===== src/rtl/control_pipe.sv =====
// control_pipe: registered control path from decode through EX, MEM and WB.
// Decodes the opcode into the control bundle and carries it down the pipe.
// Load-use hazards stall decode, and a pending data-memory access freezes
// EX and MEM. Flush kills the decode and EX instructions. A saturating
// counter records stalled decode cycles.
//
// Handshake: the decode slot offers an instruction with in_valid. It is taken
// at a rising edge only when in_valid and in_ready are both high. in_ready is
// combinational from the current inputs and pipe state and does not depend on
// in_valid except through the hazard term. When in_ready is low the slot must
// keep presenting the same instruction. in_ready is forced low during reset.
module control_pipe #(
  parameter int OPCODE_W   = 5,
  parameter int REG_ADDR_W = 3,
  parameter int CNT_W      = 16
) (
  input  logic                  clk,
  input  logic                  rst,
  input  logic                  in_valid,
  input  logic [OPCODE_W-1:0]   opcode,
  input  logic [REG_ADDR_W-1:0] rs1,
  input  logic [REG_ADDR_W-1:0] rs2,
  input  logic [REG_ADDR_W-1:0] rd,
  input  logic                  flush,
  input  logic                  mem_ready,
  output logic                  in_ready,
  output logic                  ex_valid,
  output logic                  ex_alu_src,
  output logic                  ex_jump,
  output logic [REG_ADDR_W-1:0] ex_rd,
  output logic                  mem_valid,
  output logic                  mem_read,
  output logic                  mem_write,
  output logic                  wb_valid,
  output logic                  wb_regwrite,
  output logic                  wb_mem_to_reg,
  output logic [REG_ADDR_W-1:0] wb_rd,
  output logic [CNT_W-1:0]      stall_count
);

  // Decoded fields of the decode-slot instruction
  logic [1:0] op_class;
  logic [2:0] op_func;
  logic       dec_regwrite, dec_mem_read, dec_mem_write;
  logic       dec_mem_to_reg, dec_alu_src, dec_jump;
  logic       use_rs1, use_rs2;

  // EX stage registers
  logic                  ex_valid_q, ex_regwrite_q, ex_mem_read_q, ex_mem_write_q;
  logic                  ex_mem_to_reg_q, ex_alu_src_q, ex_jump_q;
  logic [REG_ADDR_W-1:0] ex_rd_q;
  logic                  ex_valid_d, ex_regwrite_d, ex_mem_read_d, ex_mem_write_d;
  logic                  ex_mem_to_reg_d, ex_alu_src_d, ex_jump_d;
  logic [REG_ADDR_W-1:0] ex_rd_d;

  // MEM stage registers
  logic                  mem_valid_q, mem_regwrite_q, mem_read_q, mem_write_q;
  logic                  mem_to_reg_q;
  logic [REG_ADDR_W-1:0] mem_rd_q;
  logic                  mem_valid_d, mem_regwrite_d, mem_read_d, mem_write_d;
  logic                  mem_to_reg_d;
  logic [REG_ADDR_W-1:0] mem_rd_d;

  // WB stage registers
  logic                  wb_valid_q, wb_regwrite_q, wb_mem_to_reg_q;
  logic [REG_ADDR_W-1:0] wb_rd_q;
  logic                  wb_valid_d, wb_regwrite_d, wb_mem_to_reg_d;
  logic [REG_ADDR_W-1:0] wb_rd_d;

  logic [CNT_W-1:0] cnt_q, cnt_d;

  logic hazard, freeze, accept;

  assign op_class = opcode[OPCODE_W-1 -: 2];
  assign op_func  = opcode[2:0];

  // Opcode decode into the control bundle and source-register usage
  always_comb begin
    dec_regwrite   = 1'b0;
    dec_mem_read   = 1'b0;
    dec_mem_write  = 1'b0;
    dec_mem_to_reg = 1'b0;
    dec_alu_src    = 1'b0;
    dec_jump       = 1'b0;
    use_rs1        = 1'b0;
    use_rs2        = 1'b0;
    unique case (op_class)
      2'b00: begin
        if (op_func != 3'b101) begin
          dec_alu_src = 1'b1;
          dec_jump    = 1'b1;
        end
      end
      2'b01: begin
        use_rs1 = 1'b1;
        unique case (op_func)
          3'b101: begin
            dec_regwrite   = 1'b1;
            dec_mem_read   = 1'b1;
            dec_mem_to_reg = 1'b1;
            dec_alu_src    = 1'b1;
          end
          3'b110: begin
            dec_mem_write = 1'b1;
            dec_alu_src   = 1'b1;
          end
          default: begin
            dec_regwrite = 1'b1;
            dec_alu_src  = 1'b1;
          end
        endcase
      end
      default: begin
        use_rs1      = 1'b1;
        use_rs2      = 1'b1;
        dec_regwrite = 1'b1;
      end
    endcase
  end

  // A load in EX whose result a decode source needs cannot be bypassed in time
  assign hazard = in_valid & ex_valid_q & ex_mem_read_q &
                  ((use_rs1 & (ex_rd_q == rs1)) | (use_rs2 & (ex_rd_q == rs2)));
  assign freeze = mem_valid_q & (mem_read_q | mem_write_q) & ~mem_ready;
  assign in_ready = rst & ~hazard & ~freeze & ~flush;
  assign accept   = in_valid & in_ready;

  // EX next state: hold under freeze (unless flushed), else load decode or bubble
  always_comb begin
    ex_valid_d      = ex_valid_q;
    ex_regwrite_d   = ex_regwrite_q;
    ex_mem_read_d   = ex_mem_read_q;
    ex_mem_write_d  = ex_mem_write_q;
    ex_mem_to_reg_d = ex_mem_to_reg_q;
    ex_alu_src_d    = ex_alu_src_q;
    ex_jump_d       = ex_jump_q;
    ex_rd_d         = ex_rd_q;
    if (!freeze || flush) begin
      ex_valid_d      = accept;
      ex_regwrite_d   = accept & dec_regwrite;
      ex_mem_read_d   = accept & dec_mem_read;
      ex_mem_write_d  = accept & dec_mem_write;
      ex_mem_to_reg_d = accept & dec_mem_to_reg;
      ex_alu_src_d    = accept & dec_alu_src;
      ex_jump_d       = accept & dec_jump;
      ex_rd_d         = accept ? rd : '0;
    end
  end

  // MEM next state: hold under freeze; flush kills the instruction leaving EX
  always_comb begin
    mem_valid_d    = mem_valid_q;
    mem_regwrite_d = mem_regwrite_q;
    mem_read_d     = mem_read_q;
    mem_write_d    = mem_write_q;
    mem_to_reg_d   = mem_to_reg_q;
    mem_rd_d       = mem_rd_q;
    if (!freeze) begin
      mem_valid_d    = ex_valid_q      & ~flush;
      mem_regwrite_d = ex_regwrite_q   & ~flush;
      mem_read_d     = ex_mem_read_q   & ~flush;
      mem_write_d    = ex_mem_write_q  & ~flush;
      mem_to_reg_d   = ex_mem_to_reg_q & ~flush;
      mem_rd_d       = flush ? '0 : ex_rd_q;
    end
  end

  // WB next state: bubble while MEM waits, otherwise take what MEM holds
  always_comb begin
    wb_valid_d      = mem_valid_q    & ~freeze;
    wb_regwrite_d   = mem_regwrite_q & ~freeze;
    wb_mem_to_reg_d = mem_to_reg_q   & ~freeze;
    wb_rd_d         = freeze ? '0 : mem_rd_q;
  end

  // Stall counter: count refused decode cycles, stick at all-ones
  always_comb begin
    cnt_d = cnt_q;
    if (in_valid && !in_ready && !(&cnt_q)) cnt_d = cnt_q + {{(CNT_W-1){1'b0}}, 1'b1};
  end

  // Pipeline and counter registers
  always_ff @(posedge clk or negedge rst) begin
    if (!rst) begin
      ex_valid_q      <= 1'b0;
      ex_regwrite_q   <= 1'b0;
      ex_mem_read_q   <= 1'b0;
      ex_mem_write_q  <= 1'b0;
      ex_mem_to_reg_q <= 1'b0;
      ex_alu_src_q    <= 1'b0;
      ex_jump_q       <= 1'b0;
      ex_rd_q         <= '0;
      mem_valid_q     <= 1'b0;
      mem_regwrite_q  <= 1'b0;
      mem_read_q      <= 1'b0;
      mem_write_q     <= 1'b0;
      mem_to_reg_q    <= 1'b0;
      mem_rd_q        <= '0;
      wb_valid_q      <= 1'b0;
      wb_regwrite_q   <= 1'b0;
      wb_mem_to_reg_q <= 1'b0;
      wb_rd_q         <= '0;
      cnt_q           <= '0;
    end else begin
      ex_valid_q      <= ex_valid_d;
      ex_regwrite_q   <= ex_regwrite_d;
      ex_mem_read_q   <= ex_mem_read_d;
      ex_mem_write_q  <= ex_mem_write_d;
      ex_mem_to_reg_q <= ex_mem_to_reg_d;
      ex_alu_src_q    <= ex_alu_src_d;
      ex_jump_q       <= ex_jump_d;
      ex_rd_q         <= ex_rd_d;
      mem_valid_q     <= mem_valid_d;
      mem_regwrite_q  <= mem_regwrite_d;
      mem_read_q      <= mem_read_d;
      mem_write_q     <= mem_write_d;
      mem_to_reg_q    <= mem_to_reg_d;
      mem_rd_q        <= mem_rd_d;
      wb_valid_q      <= wb_valid_d;
      wb_regwrite_q   <= wb_regwrite_d;
      wb_mem_to_reg_q <= wb_mem_to_reg_d;
      wb_rd_q         <= wb_rd_d;
      cnt_q           <= cnt_d;
    end
  end

  // Stage outputs, each control qualified by its stage valid
  assign ex_valid      = ex_valid_q;
  assign ex_alu_src    = ex_valid_q & ex_alu_src_q;
  assign ex_jump       = ex_valid_q & ex_jump_q;
  assign ex_rd         = ex_rd_q;
  assign mem_valid     = mem_valid_q;
  assign mem_read      = mem_valid_q & mem_read_q;
  assign mem_write     = mem_valid_q & mem_write_q;
  assign wb_valid      = wb_valid_q;
  assign wb_regwrite   = wb_valid_q & wb_regwrite_q;
  assign wb_mem_to_reg = wb_valid_q & wb_mem_to_reg_q;
  assign wb_rd         = wb_rd_q;
  assign stall_count   = cnt_q;

endmodule


===== config.mk =====
export PLATFORM = sky130hd
export DESIGN_NAME = control_pipe
export DESIGN_NICKNAME = d
export VERILOG_FILES = /design/src/rtl/control_pipe.sv
export SDC_FILE = /design/constraint.sdc
export NUM_CORES = 1
export LEC_CHECK = 0
export ABC_AREA = 1
export BUFFER_PORTS_ARGS = -buffer_cell sky130_fd_sc_hd__buf_2
export CORE_MARGIN = 2
export CORE_UTILIZATION = 45
export DETAILED_ROUTE_END_ITERATION = 16
export PLACE_DENSITY = 0.78
export SLEW_MARGIN = 5
export SYNTH_ARGS = -nofsm -noshare
export SYNTH_HDL_FRONTEND = slang
export SYNTH_SLANG_ARGS = --single-unit

===== constraint.sdc =====
create_clock -name clk -period 1.8 [get_ports clk]
set_input_delay 0.18 -clock clk [delete_from_list [all_inputs] [get_ports clk]]
set_output_delay 0.18 -clock clk [all_outputs]
set_load 0.02 [all_outputs]

## After elaboration in Yosys (flattened, before gate mapping)

Index checks and enable logic that the tools add are counted.

- Word-level logic and storage cells: 82
- Output and inout bits: 32
- Register bits: 38

- Mux-type cells: 14
- Reduce and logical (&&, ||, !) cells: 9
- $add $sub $neg: 1
- Bitwise logic cells: 35
- Equal/unequal tests: 6

Operators by type and width:

| kind | count |
|---|---|
| bitwise AND 1 bit | 29 |
| adder 16 x 1 -> 16 bit (second input constant) | 1 |
| AND reduction 16 bit | 1 |
| 2-to-1 mux 1 bit | 9 |
| 2-to-1 mux 3 bit | 3 |
| == test 3 bit | 2 |
| == test 3 bit (second input constant) | 2 |
| NOT 1 bit | 4 |
| case mux 1 bit (2 select lines) | 2 |
| logical NOT 1 bit | 3 |
| != test 3 bit (second input constant) | 1 |
| == test 2 x 1 -> 1 bit (second input constant) | 1 |
| logical AND 1 bit | 2 |
| logical NOT 2 bit | 1 |
| bitwise OR 1 bit | 2 |
| OR reduction 2 bit | 1 |
| logical OR 1 bit | 1 |

## Logic depth before layout (Yosys ltp)

- Word-level depth: 13
- Gate-level depth with buffers: 12

## Worst setup path before layout

OpenSTA, ideal clock, no wires.

- Path type: reg2out
- Start: register mem_valid_q, in the netlist mem_valid
- End: output port in_ready
- Arrival: 1,525 ps
- Buffers on the path: 1
- Setup slack: 95 ps
- Data required time: 1,620 ps
- Cell stages (with the launch flop): 9
- Cell sequence: dfrtp_1 -> nand2_1 -> inv_2 -> o21ai_4 -> nand2_4 -> nor2_4 -> nand2_4 -> buf_2 -> inv_1

- Word-level cells in the longest chain between the ends: 5

RTL lines:

| what | line | RTL |
|---|---|---|
| start: declaration | 57 | `logic mem_valid_q, mem_regwrite_q, mem_read_q, mem_write_q;` |
| start signal: assignment | 213 | `mem_valid_q <= mem_valid_d;` |
| bitwise AND 1 bit (2 in series) | 124 | `assign freeze = mem_valid_q & (mem_read_q \| mem_write_q) & ~mem_ready;` |
| NOT 1 bit | 125 | `assign in_ready = rst & ~hazard & ~freeze & ~flush;` |
| bitwise AND 1 bit (2 in series) | 125 |  |
| end: declaration | 26 | `output logic in_ready,` |

No other way between the ends.

## Final worst setup path

Ends and elaborated chain as after synthesis.

==> run metrics <==
f_max=0.586 GHz; TritonCTS clock tree=yes; final setup TNS=0 ps; Area growth, synth to finish=26.5%; Initial DRC Count=182; vias post-DR=2,041; crit end category=output port; PD cells=822 nW/um2; Cell Area, Placed=2450 um2; HPWL after DPL=3390 um; total gr overflow=0; vias in the first global route=1,876; GRT busiest layer=met2; CTS max path bufs=2; Synth Register Bits=38; Mapped Cells=289; Core ar.=4440 um2; period utilization=0.948; Initial Util=0.477; Leak Pwr=1.53 nW; final hold viol count=0; Avg Cell Area, Syn=7.34 um2; sequential area share after synthesis=0.448; worst path arrival time=1530 ps; Core Util, Final=0.604; Pre-Repair DR Iteration Count=4; Final GP Congestion=0.841; n_diodes=0; WL final=4980 um; worst hold slack=80.3 ps; IO Pins=51; Post-Layout Cell Count=407; first-pass GRT wire length=8180 um; layout cells sized above 1=0.251; critical setup path kind=reg -> out; worst slew pin tran=486 ps; fillers=415; design area=2680 um2; Power Total=2.21 mW; Final WS setup=93.3 ps; Final #Nets=374; Die Footprint=5280 um2; Clock Root Buffer=clkbuf_8; GR Util met3=0.0456; M2 GR Usage=0.312; crit-path max FO=5; Worst Path Required=1620 ps; ANT nets after route=0; Max-cap violations=0; initial antenna violation count=0; number of library cell types mapped by synthesis=25; worst hold path class=in -> reg; Cell Rows=24; Reg clk slew, reported paths=80 ps; largest net degree at the start of global routing=39; WL/cell=12.2 um; Peak VDD IR=0.000359 V; CTS sink count=38; pre-CTS setup slack=148 ps; setup violators final=0; Skew-Pair Late Insertion Delay=300 ps; met1 Use GR=0.260; Yosys warning total=0; Via density=5.01; total CTS buffers=5; Slew Viols, Final=0; CP startpoint kind=register; commonest cells after routing, fill and taps aside=111 x nand2_1, 49 x buf_2, 39 x inv_1; most common cell after layout, fill and taps aside=nand2_1; Die Ht=72.7 um; Mapped Nets=309; Mapped Area=2120 um2; DRC viols=0; Worst Skew=3.32 ps; PortBufs=50; RSZ-0062 raised after global routing=yes; Rel. slew slack=0.676; GRT Util Overall=0.199; Die Wd=72.7 um; status=completed; CTS HTree Levels=2; fin crit period=1710 ps; Placed Cells=392
-- flip-flops by register name, summed over array words and instances, names as in the netlist --
register,cells
ex_mem_to_reg_q,1
mem_rd_q,3
mem_to_reg_q,1
wb_mem_to_reg_q,1
mem_valid,1
ex_regwrite_q,1
wb_regwrite_q,1
mem_regwrite_q,1
mem_write_q,1
wb_valid,1
ex_alu_src_q,1
ex_jump_q,1
ex_mem_write_q,1
wb_rd,3
ex_valid,1
ex_rd,3
stall_count,16
-- synth_stat cells (all sizes together) --
library cell,number,area share
nand4,18,0.056
o21ai,8,0.024
ha,1,0.0059
nor2,33,0.070
buf,4,0.015
xor2,2,0.0083
o22ai,4,0.012
inv,43,0.076
dfrtp,38,0.45
nand3,10,0.032
nand2,116,0.21
a21oi,1,0.0024
clkbuf,2,0.0035
nor3,2,0.0047
xnor2,7,0.029
-- cells by family after synthesis --
| family | Yosys count | share of synthesized area |
|---|---|---|
| adder cells (fa/ha/maj) | 1 | 0.00590 |
| flip-flops | 38 | 0.448 |
| buffers and inverters | 49 | 0.0950 |
| XOR/XNOR | 9 | 0.0372 |
| AND/OR/NAND/NOR | 179 | 0.375 |
| AO/OA/AOI/OAI | 13 | 0.0383 |
-- layer usage --
metal	wire length, um	share of wire
met3	258	0.052
met5	0	0
met4	105	0.021
met1	2270	0.46
met2	2340	0.47
-- worst paths after layout --
path	start	end	slack, ps	cells past startpoint
setup / recovery	mem_valid	in_ready	90	8
hold / removal	rd[2]	ex_rd[2]	80	3
setup reg to reg	stall_count[1]	stall_count[9]	120	9
hold reg to reg	ex_alu_src_q	ex_alu_src_q	490	2
max in group asynchronous	rst	ex_rd[1]	960	3
min in group asynchronous	rst	ex_rd[0]	480	3
-- worst max-delay path, stage by stage, from the launching register on --
cell	delay, ps
dfrtp_1	430
nand2_2	100
inv_2	50
o21ai_4	170
nand2_4	100
nor2_4	160
nand2_8	70
inv_2	60
buf_6	100
-- power by group --
part | switching, mW | internal, mW | total, mW
combinational | 0.224 | 0.138 | 0.363
clock | 0.322 | 0.555 | 0.877
sequential | 0.0641 | 0.902 | 0.966
-- area by class of cell --
class / count / area (um2) / area share
flip-flops and latches: 38 / 952 / 0.355
inverters: 43 / 161 / 0.0602
clock inverters: 3 / 68.8 / 0.0257
well taps: 52 / 65.1 / 0.0243
multi-input cells: 204 / 1010 / 0.378
repair buffers: 62 / 353 / 0.132
clock buffers: 5 / 68.8 / 0.0257
-- repair_timing --
action | in CTS | in global routing
endpoints found under the setup margin | 1 | 20
gates resized for setup | 5 | 6
gates cloned | 1 | 1
pin swaps | 3 | 6
endpoints found under the hold margin | 38 | 0
setup buffers | 3 | 1
hold buffers | 1 | 0
Power figures use the tool's default switching activity.
